[src/rtl/mem_ctrl_arbiter.sv]
// rtl/mem_ctrl_arbiter.sv - byte-wide RAM port sequencer shared by instruction fetch and load/store
// Optional IO_STALL_EN: holds I/O-region stores (addr[17:16] = 2'b11) while io_buffer_full is high.
module mem_ctrl_arbiter #(
  parameter int ADDR_W = 32,
  parameter int DATA_W = 32
) (
  input  logic              clk,
  input  logic              rst,
  input  logic              rdy,
  input  logic              IF_req,
  input  logic [ADDR_W-1:0] IF_addr,
  output logic              IF_done,
  output logic [DATA_W-1:0] IF_data,
  input  logic              LS_req,
  input  logic              LS_we,
  input  logic [1:0]        LS_size,
  input  logic [ADDR_W-1:0] LS_addr,
  input  logic [DATA_W-1:0] LS_wdata,
  output logic              LS_done,
  output logic [DATA_W-1:0] LS_rdata,
  input  logic              roll_back,
  input  logic              io_buffer_full,
  input  logic [7:0]        mem_din,
  output logic [7:0]        mem_dout,
  output logic [ADDR_W-1:0] mem_a,
  output logic              mem_wr
);

  typedef enum logic [1:0] {IDLE, READ_IF, READ_LS, WRITE_LS} state_t;
  typedef enum logic {GRANT_IF, GRANT_LS} grant_t;

  state_t            state, state_n;
  grant_t            last_grant, last_grant_n;
  logic [2:0]        cnt, cnt_n;
  logic [2:0]        len, len_n;
  logic [2:0]        ls_len;
  logic [DATA_W-1:0] wdata_q, wdata_n;
  logic [DATA_W-1:0] rd_buf, rd_buf_n, rd_merge;
  logic [DATA_W-1:0] if_data_n, ls_rdata_n;
  logic [ADDR_W-1:0] mem_a_n;
  logic [7:0]        mem_dout_n;
  logic              mem_wr_n, if_done_n, ls_done_n;
  logic [1:0]        byte_idx;
  logic              io_block, if_ok, ls_ok, pick_ls;

`ifdef IO_STALL_EN
  assign io_block = LS_we && (LS_addr[17:16] == 2'b11) && io_buffer_full;
`else
  logic unused_io_full;
  assign unused_io_full = io_buffer_full;
  assign io_block = 1'b0;
`endif

  // A requester whose done pulse is still high is masked for one cycle.
  assign if_ok   = IF_req && !IF_done;
  assign ls_ok   = LS_req && !LS_done && !io_block;
  assign pick_ls = ls_ok && (!if_ok || (last_grant == GRANT_IF));

  always_comb begin
    ls_len = 3'd4;
    case (LS_size)
      2'b00:   ls_len = 3'd1;
      2'b01:   ls_len = 3'd2;
      default: ls_len = 3'd4;
    endcase
  end

  // Byte k arrives two edges after its address, i.e. when cnt = k + 1.
  always_comb begin
    byte_idx = cnt[1:0] - 2'd1;
    rd_merge = rd_buf;
    rd_merge[{byte_idx, 3'b000} +: 8] = mem_din;
  end

  always_comb begin
    state_n      = state;
    last_grant_n = last_grant;
    cnt_n        = cnt;
    len_n        = len;
    wdata_n      = wdata_q;
    rd_buf_n     = rd_buf;
    if_data_n    = IF_data;
    ls_rdata_n   = LS_rdata;
    mem_a_n      = mem_a;
    mem_dout_n   = mem_dout;
    mem_wr_n     = 1'b0;
    if_done_n    = 1'b0;
    ls_done_n    = 1'b0;

    case (state)
      IDLE: begin
        if (!roll_back) begin
          if (pick_ls) begin
            last_grant_n = GRANT_LS;
            mem_a_n      = LS_addr;
            len_n        = ls_len;
            cnt_n        = 3'd0;
            if (LS_we) begin
              mem_wr_n   = 1'b1;
              mem_dout_n = LS_wdata[7:0];
              wdata_n    = LS_wdata;
              if (ls_len == 3'd1) begin
                ls_done_n = 1'b1;
              end else begin
                state_n = WRITE_LS;
                cnt_n   = 3'd1;
              end
            end else begin
              rd_buf_n = '0;
              state_n  = READ_LS;
            end
          end else if (if_ok) begin
            last_grant_n = GRANT_IF;
            mem_a_n      = IF_addr;
            len_n        = 3'd4;
            cnt_n        = 3'd0;
            rd_buf_n     = '0;
            state_n      = READ_IF;
          end
        end
      end

      READ_IF, READ_LS: begin
        if (roll_back) begin
          state_n = IDLE;
          cnt_n   = 3'd0;
        end else begin
          if ((cnt + 3'd1) < len) mem_a_n = mem_a + ADDR_W'(1);
          if (cnt != 3'd0) rd_buf_n = rd_merge;
          if (cnt == len) begin
            state_n = IDLE;
            cnt_n   = 3'd0;
            if (state == READ_IF) begin
              if_done_n = 1'b1;
              if_data_n = rd_merge;
            end else begin
              ls_done_n  = 1'b1;
              ls_rdata_n = rd_merge;
            end
          end else begin
            cnt_n = cnt + 3'd1;
          end
        end
      end

      // Stores are committed work, so roll_back does not stop them.
      WRITE_LS: begin
        mem_wr_n   = 1'b1;
        mem_a_n    = mem_a + ADDR_W'(1);
        mem_dout_n = wdata_q[{cnt[1:0], 3'b000} +: 8];
        if (cnt == (len - 3'd1)) begin
          ls_done_n = 1'b1;
          state_n   = IDLE;
          cnt_n     = 3'd0;
        end else begin
          cnt_n = cnt + 3'd1;
        end
      end

      default: state_n = IDLE;
    endcase
  end

  always_ff @(posedge clk or negedge rst) begin
    if (!rst) begin
      state      <= IDLE;
      last_grant <= GRANT_IF;
      cnt        <= 3'd0;
      len        <= 3'd0;
      wdata_q    <= '0;
      rd_buf     <= '0;
      IF_data    <= '0;
      LS_rdata   <= '0;
      IF_done    <= 1'b0;
      LS_done    <= 1'b0;
      mem_a      <= '0;
      mem_dout   <= 8'h00;
      mem_wr     <= 1'b0;
    end else if (rdy) begin
      state      <= state_n;
      last_grant <= last_grant_n;
      cnt        <= cnt_n;
      len        <= len_n;
      wdata_q    <= wdata_n;
      rd_buf     <= rd_buf_n;
      IF_data    <= if_data_n;
      LS_rdata   <= ls_rdata_n;
      IF_done    <= if_done_n;
      LS_done    <= ls_done_n;
      mem_a      <= mem_a_n;
      mem_dout   <= mem_dout_n;
      mem_wr     <= mem_wr_n;
    end else begin
      mem_wr <= 1'b0;
    end
  end

endmodule
[config.mk]
export PLATFORM = sky130hd
export DESIGN_NAME = mem_ctrl_arbiter
export DESIGN_NICKNAME = d
export VERILOG_FILES = /design/src/rtl/mem_ctrl_arbiter.sv
export SDC_FILE = /design/constraint.sdc
export NUM_CORES = 1
export LEC_CHECK = 0
export CORE_MARGIN = 2
export CORE_UTILIZATION = 45
export DETAILED_ROUTE_END_ITERATION = 10
export PLACE_DENSITY = 0.77
export SYNTH_ARGS = -nofsm -noshare
export SYNTH_HDL_FRONTEND = slang
export SYNTH_SLANG_ARGS = --single-unit
[constraint.sdc]
create_clock -name clk -period 6.8 [get_ports clk]
set_clock_uncertainty 0.15 [all_clocks]
set_input_delay 1.36 -clock clk [delete_from_list [all_inputs] [get_ports clk]]
set_output_delay 1.36 -clock clk [all_outputs]
set_load 0.02 [all_outputs]
==> results.md, run 1 <==
* Min setup slack post-route at slightly below 3 ns
* CTS tree: done
* Cell variety after synth at 80
* Final max-slew violation count at 0
* Slowest-stage cell, CP: dfrtp_1
* Total CTS buffers at 17
* CP Capture Type: register
* P_leak at ~5 nW
* Area growth syn-to-layout at 31.4%
* Total clock sinks at 180
* Post_cts resized at 0
* PD cells at around 370 nW/um2
* Pre-CTS setup slack at 2.71 ns
* Die W at around 150 um
* Cells after Synth at just under 900
* Via/cell ratio at 5.62
* Worst path required time at 6.99 ns
* DRC viols at 0
* Hold crit path type: register to register
* Syn Nets at 1000
* Clock root cell: clkbuf_16
* Yosys top cell by area: dfrtp_1
* Port bufs at 219
* Grt met2 use at between 30% and 40%
* Worst Tran Pin Value at 1.19 ns
* Final setup fails at 0
* CP cell instances: inv_1, ha_1, ha_1, and3b_1, o21ai_2, o21ai_1, a32o_1, a311oi_1
* DR iter-0 viols at 518
* Post-Syn Area at 9200 um2
* Vias in the first global route at 7385
* Skew-Pair Late Insertion Delay at 0.43 ns
* GRT Overall Usage at 22.7%
* Status: complete, no violations
* Crit path launch type: register
* Starting Density at 45.6%
* Hold-fix buffer count after cts at 0
* Core ar. at 20200 um2
* Crit path max-delay family: compound AO/OA/AOI/OAI gates
* First-pass detailed-route iteration total at 5
* Tcrit/Tclk final at 57.1%
* Finished Layout Cells at 1341
* Slew Limit Headroom at slightly below 20%
* Post-Route WL at 23700 um
* First-pass GRT wire length at 39300 um
* Grt peak-use layer: met2
* IO Count at 221
* Htree depth at 4
* Hold_ws at 0.330 ns
* Crit path buf inv count at 1
* Routed Antenna Nets at 0
* Fin Setup TNS at 0 ns
* Layout Utilization at between 50% and 60%
* Max VDD drop at 0.244 mV
* Largest fanout on the critical path at 19
* Die Ht at 147 um
* Die ar. at 21600 um2
* Post-synth top area share at about half
* Worst Setup Path Type: register to register
* Max Clk Rate at 258 MHz
* # Max-Cap Violations at 0
* Initial antenna violation count at 0
* Worst path max stage delay at ~1.0 ns
* Worst-case clock buffer depth at 2
* Synth area leaders: dfrtp_1, mux2_2, nand2_1
* Clock transition at path regs at 0.07 ns
* Post-CTS setup buffer count at 0
* Synth Area per Inst at 10.6 um2
* Final GP Congestion at 0.808
* Commonest non-fill, non-tap cells in the layout: clkdlybuf4s50_1, dfrtp_1, nand2_1
* Most common cell after layout, fill and taps aside: clkdlybuf4s50_1
* Critical path's most frequent cell: ha_1
* Met1 usage at 30.8%
* Worst path arrival time at between 4 and 5 ns
* Number of core rows at 52
* GR met3 Demand/Resource at under 10%
* DR WL/cell at 17.7 um
* Minimum clock period at 3.88 ns
* Post-synth top flop: dfrtp_1
* Sequential area share after synthesis at 49.0%
* Layout cells sized above 1 at 13.5%
* Gr ovfl total at 0
* Final Hold Vio Count at 0
* Largest net degree at the start of global routing at between 80 and 90
* # nets final at 1187
* Asr flop ratio synth at 100%
* Synth warn at 0
* FF+latch count, synth at 180
* Total number of vias at approximately 7500
* RSZ-0062 raised after global routing: no
* EDFF count, synth at 0
* Post-detail-place hpwl at 16500 um
* # placed instances at 1309
* Antenna Cells at 0
[routing by layer]
layer,part of all wire [%],up-vias
met5,0,-
met4,2.4,0
met3,6.1,41
met2,47,263
met1,45,3668
li1,-,3562
[final timing paths]
path | start | end | slack, ns | depth (start not counted)
worst min register to register | LS_rdata[11]$_DFFE_PN0P_ | LS_rdata[11]$_DFFE_PN0P_ | 0.33 | 2
max in group asynchronous | rst | IF_data[25]$_DFFE_PN0P_ | 4.48 | 2
worst min-delay path | LS_rdata[11]$_DFFE_PN0P_ | LS_rdata[11]$_DFFE_PN0P_ | 0.33 | 2
worst max register to register | cnt[0]$_DFFE_PN0P_ | mem_a[19]$_DFFE_PN0P_ | 2.92 | 8
min in group asynchronous | rst | LS_rdata[30]$_DFFE_PN0P_ | 0.81 | 1
worst max-delay path | cnt[0]$_DFFE_PN0P_ | mem_a[19]$_DFFE_PN0P_ | 2.92 | 8
[cells in the mapped netlist, types with 6 or more instances]
cell,number
nor2b_1,29
nand3_1,22
a22oi_1,9
inv_1,19
o21ai_0,74
clkbuf_1,19
nor4_1,8
mux4_2,8
ha_1,15
mux2i_1,10
o221a_2,14
buf_1,8
and3_1,9
buf_6,6
nand2_1,121
and4_1,8
nor2_1,27
dfrtp_1,180
nand4_1,10
a31oi_1,10
a22o_1,33
nor3_1,9
buf_2,22
a21oi_1,45
mux2_2,54
o21ai_1,6
[tightest hold or removal path: stages (launching register included)]
cell and delay, ns:
dfrtp_1 0.34, nand2_1 0.05, o21ai_0 0.06
[per-stage QoR]
step	cell area, um2	total power, mW
after floorplan	9200	2.87
after global placement	11500	3.46
after detailed placement	11500	3.51
after CTS	12100	4.52
after global routing	12100	4.78
final	12100	4.50
[report_power, final]
| group | internal, mW | switching, mW |
|---|---|---|
| Clock | 0.554 | 0.454 |
| Combinational | 0.876 | 0.977 |
| Sequential | 1.34 | 0.294 |
[cell type report]
type / count / area (um2)
flip-flops and latches: 180 / 4500
multi-input cells: 611 / 4310
clock buffers: 18 / 429
inverters: 20 / 75.1
fillers: 1716 / 8090
repair buffers: 228 / 2260
well taps: 270 / 338
clock inverters: 14 / 170
[flip-flops by register name (all words and copies together) (netlist names)]
register	count
cnt	3
state	2
IF_done	1
IF_data	32
rd_buf	32
LS_rdata	32
len	3
wdata_q	32
last_grant	1
mem_dout	8
mem_a	32
mem_wr	1
LS_done	1
[kinds of logic (layout without fill, tap and decap cells)]
family          after synthesis  after routing  synth area share [%]
flops                       180            180                  49.0
compound gates              242            242                  18.2
buf+inv                      80            280                  4.23
simple gates                277            277                  16.3
fa+ha+maj                    15             15                  2.04
xor+xnor                      5              5                 0.640
mux                          72             72                  9.66
Power figures use the tool's default switching activity.
==> inputs of run 2 (changes only) <==
==> constraint.sdc (replaced) <==
create_clock -name clk -period 4 [get_ports clk]
set_clock_uncertainty 0.15 [all_clocks]
set_input_delay 0.8 -clock clk [delete_from_list [all_inputs] [get_ports clk]]
set_output_delay 0.8 -clock clk [all_outputs]
set_load 0.02 [all_outputs]
==> run 2 against run 1 <==
Maximum frequency rose by 16%. Critical path depth did not move. Cell count rose by 0.52%. Die area did not move. Sequential share of layout area fell by 0.43 points. Combinational power rose by 75%. Wire length rose by 0.91%. Critical path type unchanged. Critical endpoint unchanged. Largest power group unchanged.
==> results.md, run 2 (same netlist as run 1, synthesis figures left out) <==
* Status: complete, no violations
* DR WL/cell at 17.7 um
* IO Count at 221
* Final setup fails at 0
* GRT Overall Usage at 22.6%
* Minimum clock period at 3.36 ns
* Antenna Cells at 0
* Post-CTS setup buffer count at 0
* Design Area, Final at 12200 um2
* RSZ-0062 raised after global routing: no
* Max VDD drop at approximately 0.4 mV
* DR iter-0 viols at 488
* Slew Limit Headroom at 20.4%
* # Max-Cap Violations at 0
* DRC viols at 0
* GR met3 Demand/Resource at 5.16%
* R2R Path End: mem_a[19]$_DFFE_PN0P_
* Crit path launch type: register
* Worst path arrival time at 3.55 ns
* CP Capture Type: register
* Worst Setup Path Type: register to register
* First-pass detailed-route iteration total at 5
* Die W at 147 um
* Via/cell ratio at 5.60
* Crit path capture: mem_a[19]$_DFFE_PN0P_
* PD cells at 642 nW/um2
* Area after DPL at approximately 12000 um2
* Hold crit path type: input port to asynchronous set/reset pin
* Crit path launch: cnt[0]$_DFFE_PN0P_
* CTS tree: done
* Post-detail-place hpwl at around 17000 um
* Initial antenna violation count at 0
* Worst path required time at 4.19 ns
* # nets final at 1194
* R2R setup slack at between 0.6 and 0.7 ns
* Clock transition at path regs at about 0.07 ns
* Port bufs at 219
* Die ar. at 21600 um2
* Design Power at 7.85 mW
* Grt peak-use layer: met2
* Largest fanout on the critical path at 12
* P_leak at 5.14 nW
* Worst R2R Path Depth at 8
* Vias in the first global route at 7354
* Area growth syn-to-layout at 32.9%
* Hold-fix buffer count after cts at 0
* Grt met2 use at 36.0%
* Most common cell after layout, fill and taps aside: clkdlybuf4s50_1
* First-pass GRT wire length at 39100 um
* Layout Utilization at ~61%
* Routed Antenna Nets at 0
* Worst-case clock buffer depth at 2
* Gr ovfl total at 0
* Total clock sinks at 180
* Number of core rows at 52
* Post-Route WL at 23900 um
* Htree depth at 4
* Max Clk Rate at approximately 300 MHz
* Commonest non-fill, non-tap cells in the layout: clkdlybuf4s50_1, dfrtp_1, nand2_1
* Met1 usage at a little under a third
* Total number of vias at 7553
* Final Hold Vio Count at 0
* Fin Setup TNS at 0 ns
* Starting Density at 45.6%
* Final max-slew violation count at 0
* Core ar. at 20200 um2
* Hold_ws at 0.229 ns
* Clock root cell: clkbuf_16
* Worst r2r src: cnt[0]$_DFFE_PN0P_
* Post_cts resized at 0
* Largest net degree at the start of global routing at 76
* Die Ht at 147 um
* Layout cells sized above 1 at 14.1%
* Total CTS buffers at 17
* Final GP Congestion at approximately 0.8
* Skew-Pair Late Insertion Delay at 0.43 ns
* Worst Tran Pin Value at 1.19 ns
* Tcrit/Tclk final at 83.9%
-- run 2: cell count changes in the layout (fill, tap and decap cells not counted) --
| cell | before | now |
|---|---|---|
| buf_4 | 9 | 14 |
| bufinv_16 | 2 | 5 |
| clkinvlp_4 | 3 | 0 |
| buf_12 | 0 | 2 |
| clkinv_4 | 1 | 3 |
| clkbuf_8 | 0 | 1 |
| clkinv_8 | 1 | 0 |
| inv_6 | 4 | 3 |
| inv_8 | 2 | 1 |
-- run 2: cell type report --
cell class | count | area, um2
fill | 1704 | 7950
sequential | 180 | 4500
multi-input combinational | 611 | 4310
timing repair buffer | 235 | 2340
clock buffer | 19 | 443
tap | 270 | 338
clock inverter | 13 | 219
inverter | 20 | 75.1
-- run 2: power by group --
part / switching (mW) / internal (mW)
clock: 0.734 / 1.14
combinational: 1.73 / 1.52
sequential: 0.449 / 2.28
total: 2.91 / 4.94
-- run 2: metal layers --
| layer | vias to the layer above | wire length [um] |
|---|---|---|
| met5 | - | 0 |
| met4 | 0 | 518 |
| met3 | 32 | 1430 |
| met2 | 243 | 11300 |
| met1 | 3694 | 10700 |
| li1 | 3584 | - |
-- run 2: stage by stage --
stage          setup WS (ns)  instances
2_1_floorplan           1.16        871
3_3_place_gp           0.558       1316
3_5_place_dp           0.497       1316
4_1_cts                0.659       1348
5_1_grt                0.458       1348
6_report               0.643       1348
-- run 2: worst min-delay path by stage --
stage | endpoint | start
4_1_cts | LS_rdata[30]$_DFFE_PN0P_ | rst
3_5_place_dp | last_grant$_DFFE_PN0P_ | last_grant$_DFFE_PN0P_
5_1_grt | LS_rdata[30]$_DFFE_PN0P_ | rst
2_1_floorplan | last_grant$_DFFE_PN0P_ | last_grant$_DFFE_PN0P_
3_3_place_gp | LS_rdata[13]$_DFFE_PN0P_ | LS_rdata[13]$_DFFE_PN0P_
6_report | LS_rdata[30]$_DFFE_PN0P_ | rst
-- run 2: worst max-delay path, stage by stage (launching register included) --
cell and delay (ns):
dfrtp_1 0.56, inv_1 0.18, ha_1 0.50, ha_1 0.30, and3b_1 0.20, o21ai_2 0.33, o21ai_1 0.49, a32o_1 0.38
a311oi_1 0.18
==> inputs of run 3 (changes only) <==
--- a/config.mk
+++ b/config.mk
@@ -8,7 +8,7 @@
 export CORE_MARGIN = 2
 export CORE_UTILIZATION = 45
 export DETAILED_ROUTE_END_ITERATION = 10
-export PLACE_DENSITY = 0.77
+export PLACE_DENSITY = 0.79
 export SYNTH_ARGS = -nofsm -noshare
 export SYNTH_HDL_FRONTEND = slang
 export SYNTH_SLANG_ARGS = --single-unit
==> constraint.sdc (replaced) <==
create_clock -name clk -period 2.93 [get_ports clk]
set_clock_uncertainty 0.15 [all_clocks]
set_input_delay 0.586 -clock clk [delete_from_list [all_inputs] [get_ports clk]]
set_output_delay 0.586 -clock clk [all_outputs]
set_load 0.02 [all_outputs]
==> run 3 against run 2 <==
Final area grew 1.0%. Via count up 0.50%. First-iteration DRC count is 12% higher. Critical path type unchanged. Largest cell class unchanged.
==> results.md, run 3 (same netlist as run 1, synthesis figures left out) <==
* Final max-slew violation count at 0
* Number of core rows at 52
* Die ar. at 21600 um2
* Total CTS buffers at 17
* Layout cells sized above 1 at 15.0%
* DR iter-0 viols at between 500 and 600
* Final setup fails at 0
* Status: complete, no violations
* Final Hold Vio Count at 0
* Total clock sinks at 180
* Die W at between 100 and 150 um
* IO Count at 221
* # Max-Cap Violations at 0
* # placed instances at 1329
* Fin Setup TNS at 0 ns
* Min setup slack post-route at between 0.1 and 0.15 ns
* Post-Route WL at 23700 um
* First-pass detailed-route iteration total at 6
* Skew-Pair Late Insertion Delay at 0.43 ns
* Minimum clock period at 2.83 ns
* DRC viols at 0
* GRT Overall Usage at 22.6%
* Slew Limit Headroom at between 50 and 60%
* RSZ-0062 raised after global routing: no
* Starting Density at 45.6%
* Die Ht at 147 um
* Clock root cell: clkbuf_16
* Register area at 4500 um2
* Via/cell ratio at roughly 5.6
* Multi-input logic area at 4310 um2
* Worst R2R Path Depth at 9
* Max VDD drop at 0.558 mV
* Port bufs at ~220
* Tcrit/Tclk final at about 97%
* Worst path arrival time at 2.99 ns
* Total number of vias at about 7600
* Fillers at 1656
* Worst Tran Pin Value at 0.720 ns
* Largest fanout on the critical path at 7
* Htree depth at 4
* Finished Layout Cells at 1361
* Routed Antenna Nets at 0
* Worst-case clock buffer depth at 2
* Initial antenna violation count at 0
* Worst path required time at 3.10 ns
* Post-detail-place hpwl at 16800 um
* Post-CTS setup buffer count at 0
* Final GP Congestion at 0.810
* Area growth syn-to-layout at 34.3%
* First-pass GRT wire length at between 30000 and 40000 um
* Post_cts resized at 0
* Worst Setup Path Type: register to register
* DR WL/cell at roughly 17 um
* CTS tree: done
* PD cells at 867 nW/um2
* Most common cell after layout, fill and taps aside: clkdlybuf4s50_1
* Hold crit path type: input port to asynchronous set/reset pin
* Hold-fix buffer count after cts at 0
* Design Power at around 11 mW
* Largest net degree at the start of global routing at 77
* Vias in the first global route at 7410
* Worst r2r src: cnt[0]$_DFFE_PN0P_
* # nets final at 1207
* R2R Path End: mem_a[24]$_DFFE_PN0P_
* Gr ovfl total at 0
* P_leak at 5.20 nW
* Clock transition at path regs at 0.07 ns
* Commonest non-fill, non-tap cells in the layout: clkdlybuf4s50_1, dfrtp_1, nand2_1
* CP Capture Type: register
* Max Clk Rate at 354 MHz
* R2R setup slack at 0.10 ns
* Antenna Cells at 0
* Crit path launch type: register
* Pre-CTS setup slack at ~0.068 ns
* Core ar. at 20200 um2
## run 3: power breakdown
part	total [mW]	leakage [nW]	internal, mW	switching [mW]
Clock	2.39	0.293	1.38	1.01
Sequential	3.73	2.40	3.12	0.615
Combinational	4.58	2.51	2.20	2.38
Total	10.7	5.20	6.70	4.01
## run 3: worst max path at each step
stage	start	to	cells past startpoint
finish	cnt[0]$_DFFE_PN0P_	mem_a[24]$_DFFE_PN0P_	9
global route	cnt[0]$_DFFE_PN0P_	mem_a[26]$_DFFE_PN0P_	9
CTS	cnt[0]$_DFFE_PN0P_	mem_a[26]$_DFFE_PN0P_	9
detailed placement	roll_back	rd_buf[29]$_DFFE_PN0P_	6
global placement	roll_back	rd_buf[29]$_DFFE_PN0P_	6
floorplan	cnt[1]$_DFFE_PN0P_	mem_a[14]$_DFFE_PN0P_	10
## run 3: area by class of cell
| type | instances | area share [%] |
|---|---|---|
| Clock buffer | 20 | 3.62 |
| Tap cell | 270 | 2.74 |
| Sequential cell | 180 | 36.5 |
| Multi-Input combinational cell | 611 | 34.9 |
| Inverter | 20 | 0.608 |
| Clock inverter | 12 | 1.35 |
| Timing Repair Buffer | 248 | 20.3 |
## run 3: worst max-delay path: stages, from the launching register on
cell	delay, ns
dfrtp_1	0.38
buf_4	0.18
inv_1	0.10
ha_1	0.33
ha_1	0.29
and3b_1	0.21
o21ai_2	0.34
o2111a_1	0.36
a31oi_1	0.11
o221a_2	0.26
## run 3: layer usage
metal	GRT usage [%]	vias to the layer above	wire length (um)
met5	0	-	0
met4	8.41	0	578
met3	5.06	35	1690
met2	35.8	295	11200
met1	30.8	3650	10200
li1	-	3611	-
## run 3: stage by stage
stage	cell area [um2]	utilization (%)	hold slack [ns]
global placement	11700	58.2	0.311
global route	12300	61.2	0.0928
floorplan	9200	-	0.140
finish	12300	61.2	0.0439
detailed placement	11700	58.2	0.320
CTS	12300	61.2	0.0625
==> edit 1: new RTL, config.mk and constraints of run 3 <==
`ADDR_W`: 32 -> 48.
--- a/src/rtl/mem_ctrl_arbiter.sv
+++ b/src/rtl/mem_ctrl_arbiter.sv
@@ -3,3 +3,3 @@
 module mem_ctrl_arbiter #(
-  parameter int ADDR_W = 32,
+  parameter int ADDR_W = 48,
   parameter int DATA_W = 32
Interface: changed (resized IF_addr, LS_addr and mem_a); port bits go from 221 to 269. The function was not compared with the original's and may differ.
==> edit 1 against run 3 <==
  * Final cell count up 16%
  * Worst setup slack better by 0.049 ns
  * Wire length rose by 29%
  * Synthesized cell count up 18%
  * Power grew 16%
  * Critical path depth unchanged
  * Area after synthesis rose by 13%
  * Final area up 15%
  * Sequential cell count rose by 16
  * Critical endpoint is now mem_a[46]$_DFFE_PN0P_
  * Highest routed layer unchanged
==> edit 1: results <==
metrics = {
    "clock_tree": {
        "post_cts_buffers": 0,
        "clockRootBuffer": "clkbuf_16",
        "cts_buffer_depth": 2,
        "insertion_delay_ns": 0.44,
        "h-tree-depth": 4,
        "cts_buffers": 17,
        "ctsResizeCount": 0,
        "clk_pin_slew_ns": 0.07,
    },
    "pwr": {
        "irDropWorstVdd_v": 0.000464,
        "p_leak_nw": 6.05,
    },
    "critical_path": {
        "r2r_cells": 9,
        "r2r_slack_ns": 0.15,
        "critPathLaunch": "cnt[0]$_DFFE_PN0P_",
        "worstPathMaxFanout": 22,
        "crit_arrival_ns": 2.95,
        "r2r-end": "mem_a[46]$_DFFE_PN0P_",
    },
    "synthesis": {
        "synth_top_area_share_pct": 47.2,
        "ys_types": 63,
        "synth_common_cells": "dfrtp_1, nand2_1, o21ai_0",
        "async_reset_ff_share_pct": 100,
        "yosysSeqAreaShare_pct": 47.2,
        "yosysWarningCount": 0,
        "syn_nets": 1189,
        "synth.area.top_cells": "dfrtp_1, mux2_2, nand2_1",
    },
    "route": {
        "viasPerCell": 5.94,
        "drt_iter0_markers": 758,
        "wl_per_cell_um": 19.3,
        "dr.pass1.iters": 5,
    },
    "cells_and_area": {
        "drive_gt1_share_pct": 13.2,
        "nets": 1446,
        "fillers": 1839,
        "top_register": "mem_a",
        "antennaDiodeCount": 0,
        "largest_reg_flops": 48,
    },
    "global_route": {
        "grt_util_met3_pct": 4.53,
        "grt_first_pass_wirelength_mm": 47.8,
        "grt_max_degree": 72,
        "met2_usage_pct": 40.9,
        "grt_use_total_pct": 25.0,
        "first_global_vias": 8967,
        "antenna_found_initial": 0,
        "globalRouteMet1Util_pct": 33.6,
    },
    "placement": {
        "gp_congestion": 0.909,
        "place_area_sq_um": 13600,
        "hpwl_mm": 21.9,
        "portBuffers": 267,
    },
    "timing": {
        "hold_slack_ns": 0.00670,
        "tightestPinTransition_ns": 0.678,
    },
    "hold_path": {
        "worst_hold_path_type": "in2async",
    },
    "outcome": {
        "status": "finished, final reports clean",
    },
}
## edit 1: cell count changes after synthesis, sizes merged, moves of 9 or more
cell / change
buf: -13
nor2b: +9
nand4: +12
a22oi: -9
nor2: -10
o221ai: +22
clkbuf: +35
o221a: -11
nand2: +20
nor4: +34
dfrtp: +16
mux2i: +39
## edit 1: logic make-up after synthesis
| family | after synthesis | share of synthesized area (%) |
|---|---|---|
| compound gates | 237 | 15.5 |
| xor+xnor | 5 | 0.553 |
| fa+ha+maj | 15 | 1.80 |
| buf+inv | 101 | 3.85 |
| flops | 196 | 47.2 |
| mux | 114 | 12.6 |
| simple gates | 360 | 18.5 |
## edit 1: where the power goes
group	internal (W)	switching, W	leakage, nW
sequential	0.00347	0.000757	2.52
clock	0.00117	0.00124	0.300
combinational	0.00268	0.00305	3.24
total	0.00732	0.00505	6.05
## edit 1: final cells by class
class,count,area share (%)
clock buffer,17,2.99
sequential,196,34.4
tap,285,2.50
timing repair buffer,320,22.2
multi-input combinational,731,36.0
inverter,19,0.500
clock inverter,15,1.36
## edit 1: worst max path at each step
stage / to / slack, ns
6_report: mem_a[46]$_DFFE_PN0P_ / 0.15
5_1_grt: mem_a[46]$_DFFE_PN0P_ / 0.005
4_1_cts: mem_a[46]$_DFFE_PN0P_ / 0.17
3_5_place_dp: mem_a[46]$_DFFE_PN0P_ / 0.06
3_3_place_gp: mem_a[46]$_DFFE_PN0P_ / 0.1
2_1_floorplan: mem_a[43]$_DFFE_PN0P_ / 0.001
## edit 1: critical path, cell delays in order, from the launching register on
cell,delay (ns)
dfrtp_1,0.39
inv_1,0.07
ha_1,0.39
ha_1,0.30
nor2b_1,0.18
o211a_1,0.19
buf_4,0.29
nor4_1,0.10
mux2_1,0.31
a221o_1,0.29
## edit 1: stage by stage
stage	total power [W]	setup slack, ns	util [%]	std cells
4_1_cts	0.0124	0.167	62.9	1583
3_5_place_dp	0.00995	0.0604	60.2	1551
2_1_floorplan	0.00753	0.000979	-	1028
5_1_grt	0.0131	0.00543	62.9	1583
3_3_place_gp	0.00976	0.0977	60.2	1551
6_report	0.0124	0.152	62.9	1583
## edit 1: routing by layer
| metal | part of all wire, % | wire [um] |
|---|---|---|
| met2 | 49 | 14900 |
| met5 | 0 | 0 |
| met1 | 42 | 12800 |
| met3 | 7.0 | 2130 |
| met4 | 2.6 | 780 |
==> edit 2: new RTL, settings of run 3 <==
Without the edit above. Encoding of `state_t`: now one-hot (4 bits for 4 states).
--- a/src/rtl/mem_ctrl_arbiter.sv
+++ b/src/rtl/mem_ctrl_arbiter.sv
@@ -28,3 +28,3 @@
 
-  typedef enum logic [1:0] {IDLE, READ_IF, READ_LS, WRITE_LS} state_t;
+  typedef enum logic [3:0] {IDLE = 4'b0001, READ_IF = 4'b0010, READ_LS = 4'b0100, WRITE_LS = 4'b1000} state_t;
   typedef enum logic {GRANT_IF, GRANT_LS} grant_t;
Check against the original RTL: no difference found for any inputs over 4 cycles, from zero or initial values and one cycle with rst low; so few cycles prove little.
==> edit 2 against run 3 <==
  * Die area up 0.80%
  * Power up 12%
  * Core utilization up 0.32 points
  * Final area up 0.84%
  * Fmax up 6.4%
  * Area after synthesis up 0.83%
  * Critical path depth down 1
  * Count of clock-buffer cells in the layout unchanged
  * Worst setup slack better by 0.17 ns
  * Global-route usage up 0.077 points
  * Sequential cell count up 2
  * Wire length up 2.2%
  * Largest power group unchanged
==> edit 2: results <==
metrics = {
    "cells_and_area": {
        "antennaDiodeCount": 0,
        "drive_gt1_share_pct": 15.5,
        "nets": 1213,
    },
    "synthesis": {
        "ys_types": 63,
        "syn_nets": 1003,
        "synthFlopType": "dfrtp_1",
        "synth_mux_area_share_pct": 8.96,
        "synth_common_cells": "dfrtp_1, a21oi_1, nor2_1",
        "async_reset_ff_share_pct": 100,
        "yosysSeqAreaShare_pct": 49.1,
        "synth-adder-area-share_pct": 1.48,
        "synth_area_per_cell_sq_um": 10.6,
        "synth.area.top_cells": "dfrtp_1, mux2_2, a21oi_1",
        "yosys.area_share.xor_xnor_pct": 0.729,
        "synth-compound-area-share_pct": 19.8,
    },
    "pwr": {
        "irDropWorstVdd_v": 0.000633,
        "p_leak_nw": 5.39,
    },
    "route": {
        "dr.pass1.iters": 6,
        "routed_wl_mm": 24.3,
        "viasPerCell": 5.69,
        "wl_per_cell_um": 17.7,
        "drt_iter0_markers": 652,
    },
    "clock_tree": {
        "post_cts_buffers": 0,
        "insertion_delay_ns": 0.43,
        "cts_buffer_depth": 2,
        "cts-hold-fix-buffers": 1,
        "clockRootBuffer": "clkbuf_16",
        "ctsResizeCount": 0,
        "h-tree-depth": 4,
    },
    "placement": {
        "portBuffers": 219,
        "place_area_sq_um": 11900,
        "placedCellCount": 1338,
        "hpwl_mm": 17.3,
        "dp_slack_ns": 0.190,
        "gp_congestion": 0.872,
    },
    "global_route": {
        "grt_first_pass_wirelength_mm": 39.8,
        "globalRouteMet1Util_pct": 30.2,
        "first_global_vias": 7805,
        "grt_use_total_pct": 22.7,
        "antenna_found_initial": 0,
        "overflow": 0,
        "met2_usage_pct": 36.7,
        "grt_util_met3_pct": 5.25,
        "grt_max_degree": 65,
    },
    "critical_path": {
        "cp_slowest_stage_delay_ns": 0.41,
        "crit_arrival_ns": 2.82,
        "cp_top_family": "compound AO/OA/AOI/OAI gates",
        "worstPathMaxFanout": 12,
        "crit_slowest_cell": "or2_1",
        "critPathLaunch": "cnt[0]$_DFFE_PN0P_",
    },
    "outcome": {
        "status": "finished, final reports clean",
    },
    "hold_path": {
        "worst_hold_path_type": "reg2reg",
        "hp-start": "last_grant$_DFFE_PN0P_",
    },
    "timing": {
        "tightestPinTransition_ns": 0.695,
    },
}
-- edit 2: cell families after synthesis --
| group | count (synthesis) |
|---|---|
| xor gates and xnor gates | 6 |
| and+or+nand+nor | 279 |
| AOI/OAI and AO/OA | 258 |
| adders and majority gates | 11 |
| DFF | 182 |
| buffers and inverters | 76 |
| muxes | 66 |
-- edit 2: per-layer routing --
metal / vias up / wire length [um] / share of wire, %
met5: - / 0 / 0
met2: 284 / 11900 / 49
met1: 3827 / 10500 / 43
met4: 0 / 438 / 1.8
met3: 29 / 1480 / 6.1
li1: 3659 / - / -
-- edit 2: layout make-up --
| type | count | area (sq um) |
|---|---|---|
| fill | 1643 | 7780 |
| sequential | 182 | 4560 |
| multi-input combinational | 620 | 4400 |
| timing repair buffer | 255 | 2530 |
| clock buffer | 20 | 467 |
| tap | 270 | 338 |
| clock inverter | 12 | 118 |
| inverter | 12 | 45.0 |
-- edit 2: worst paths after layout --
path / cells after the start / end / slack, ns
setup / recovery: 8 / mem_a[0]$_DFFE_PN0P_ / 0.27
hold / removal: 2 / last_grant$_DFFE_PN0P_ / 0.33
setup reg to reg: 8 / mem_a[0]$_DFFE_PN0P_ / 0.27
hold reg to reg: 2 / last_grant$_DFFE_PN0P_ / 0.33
max in group asynchronous: 3 / LS_rdata[29]$_DFFE_PN0P_ / 1.41
min in group asynchronous: 2 / IF_data[11]$_DFFE_PN0P_ / 0.54
-- edit 2: power breakdown --
group / switching, W / internal [W] / leakage (nW) / total [W]
combinational: 0.00296 / 0.00270 / 2.72 / 0.00565
sequential: 0.000703 / 0.00333 / 2.39 / 0.00404
clock: 0.000999 / 0.00125 / 0.276 / 0.00225
total: 0.00466 / 0.00728 / 5.39 / 0.0119
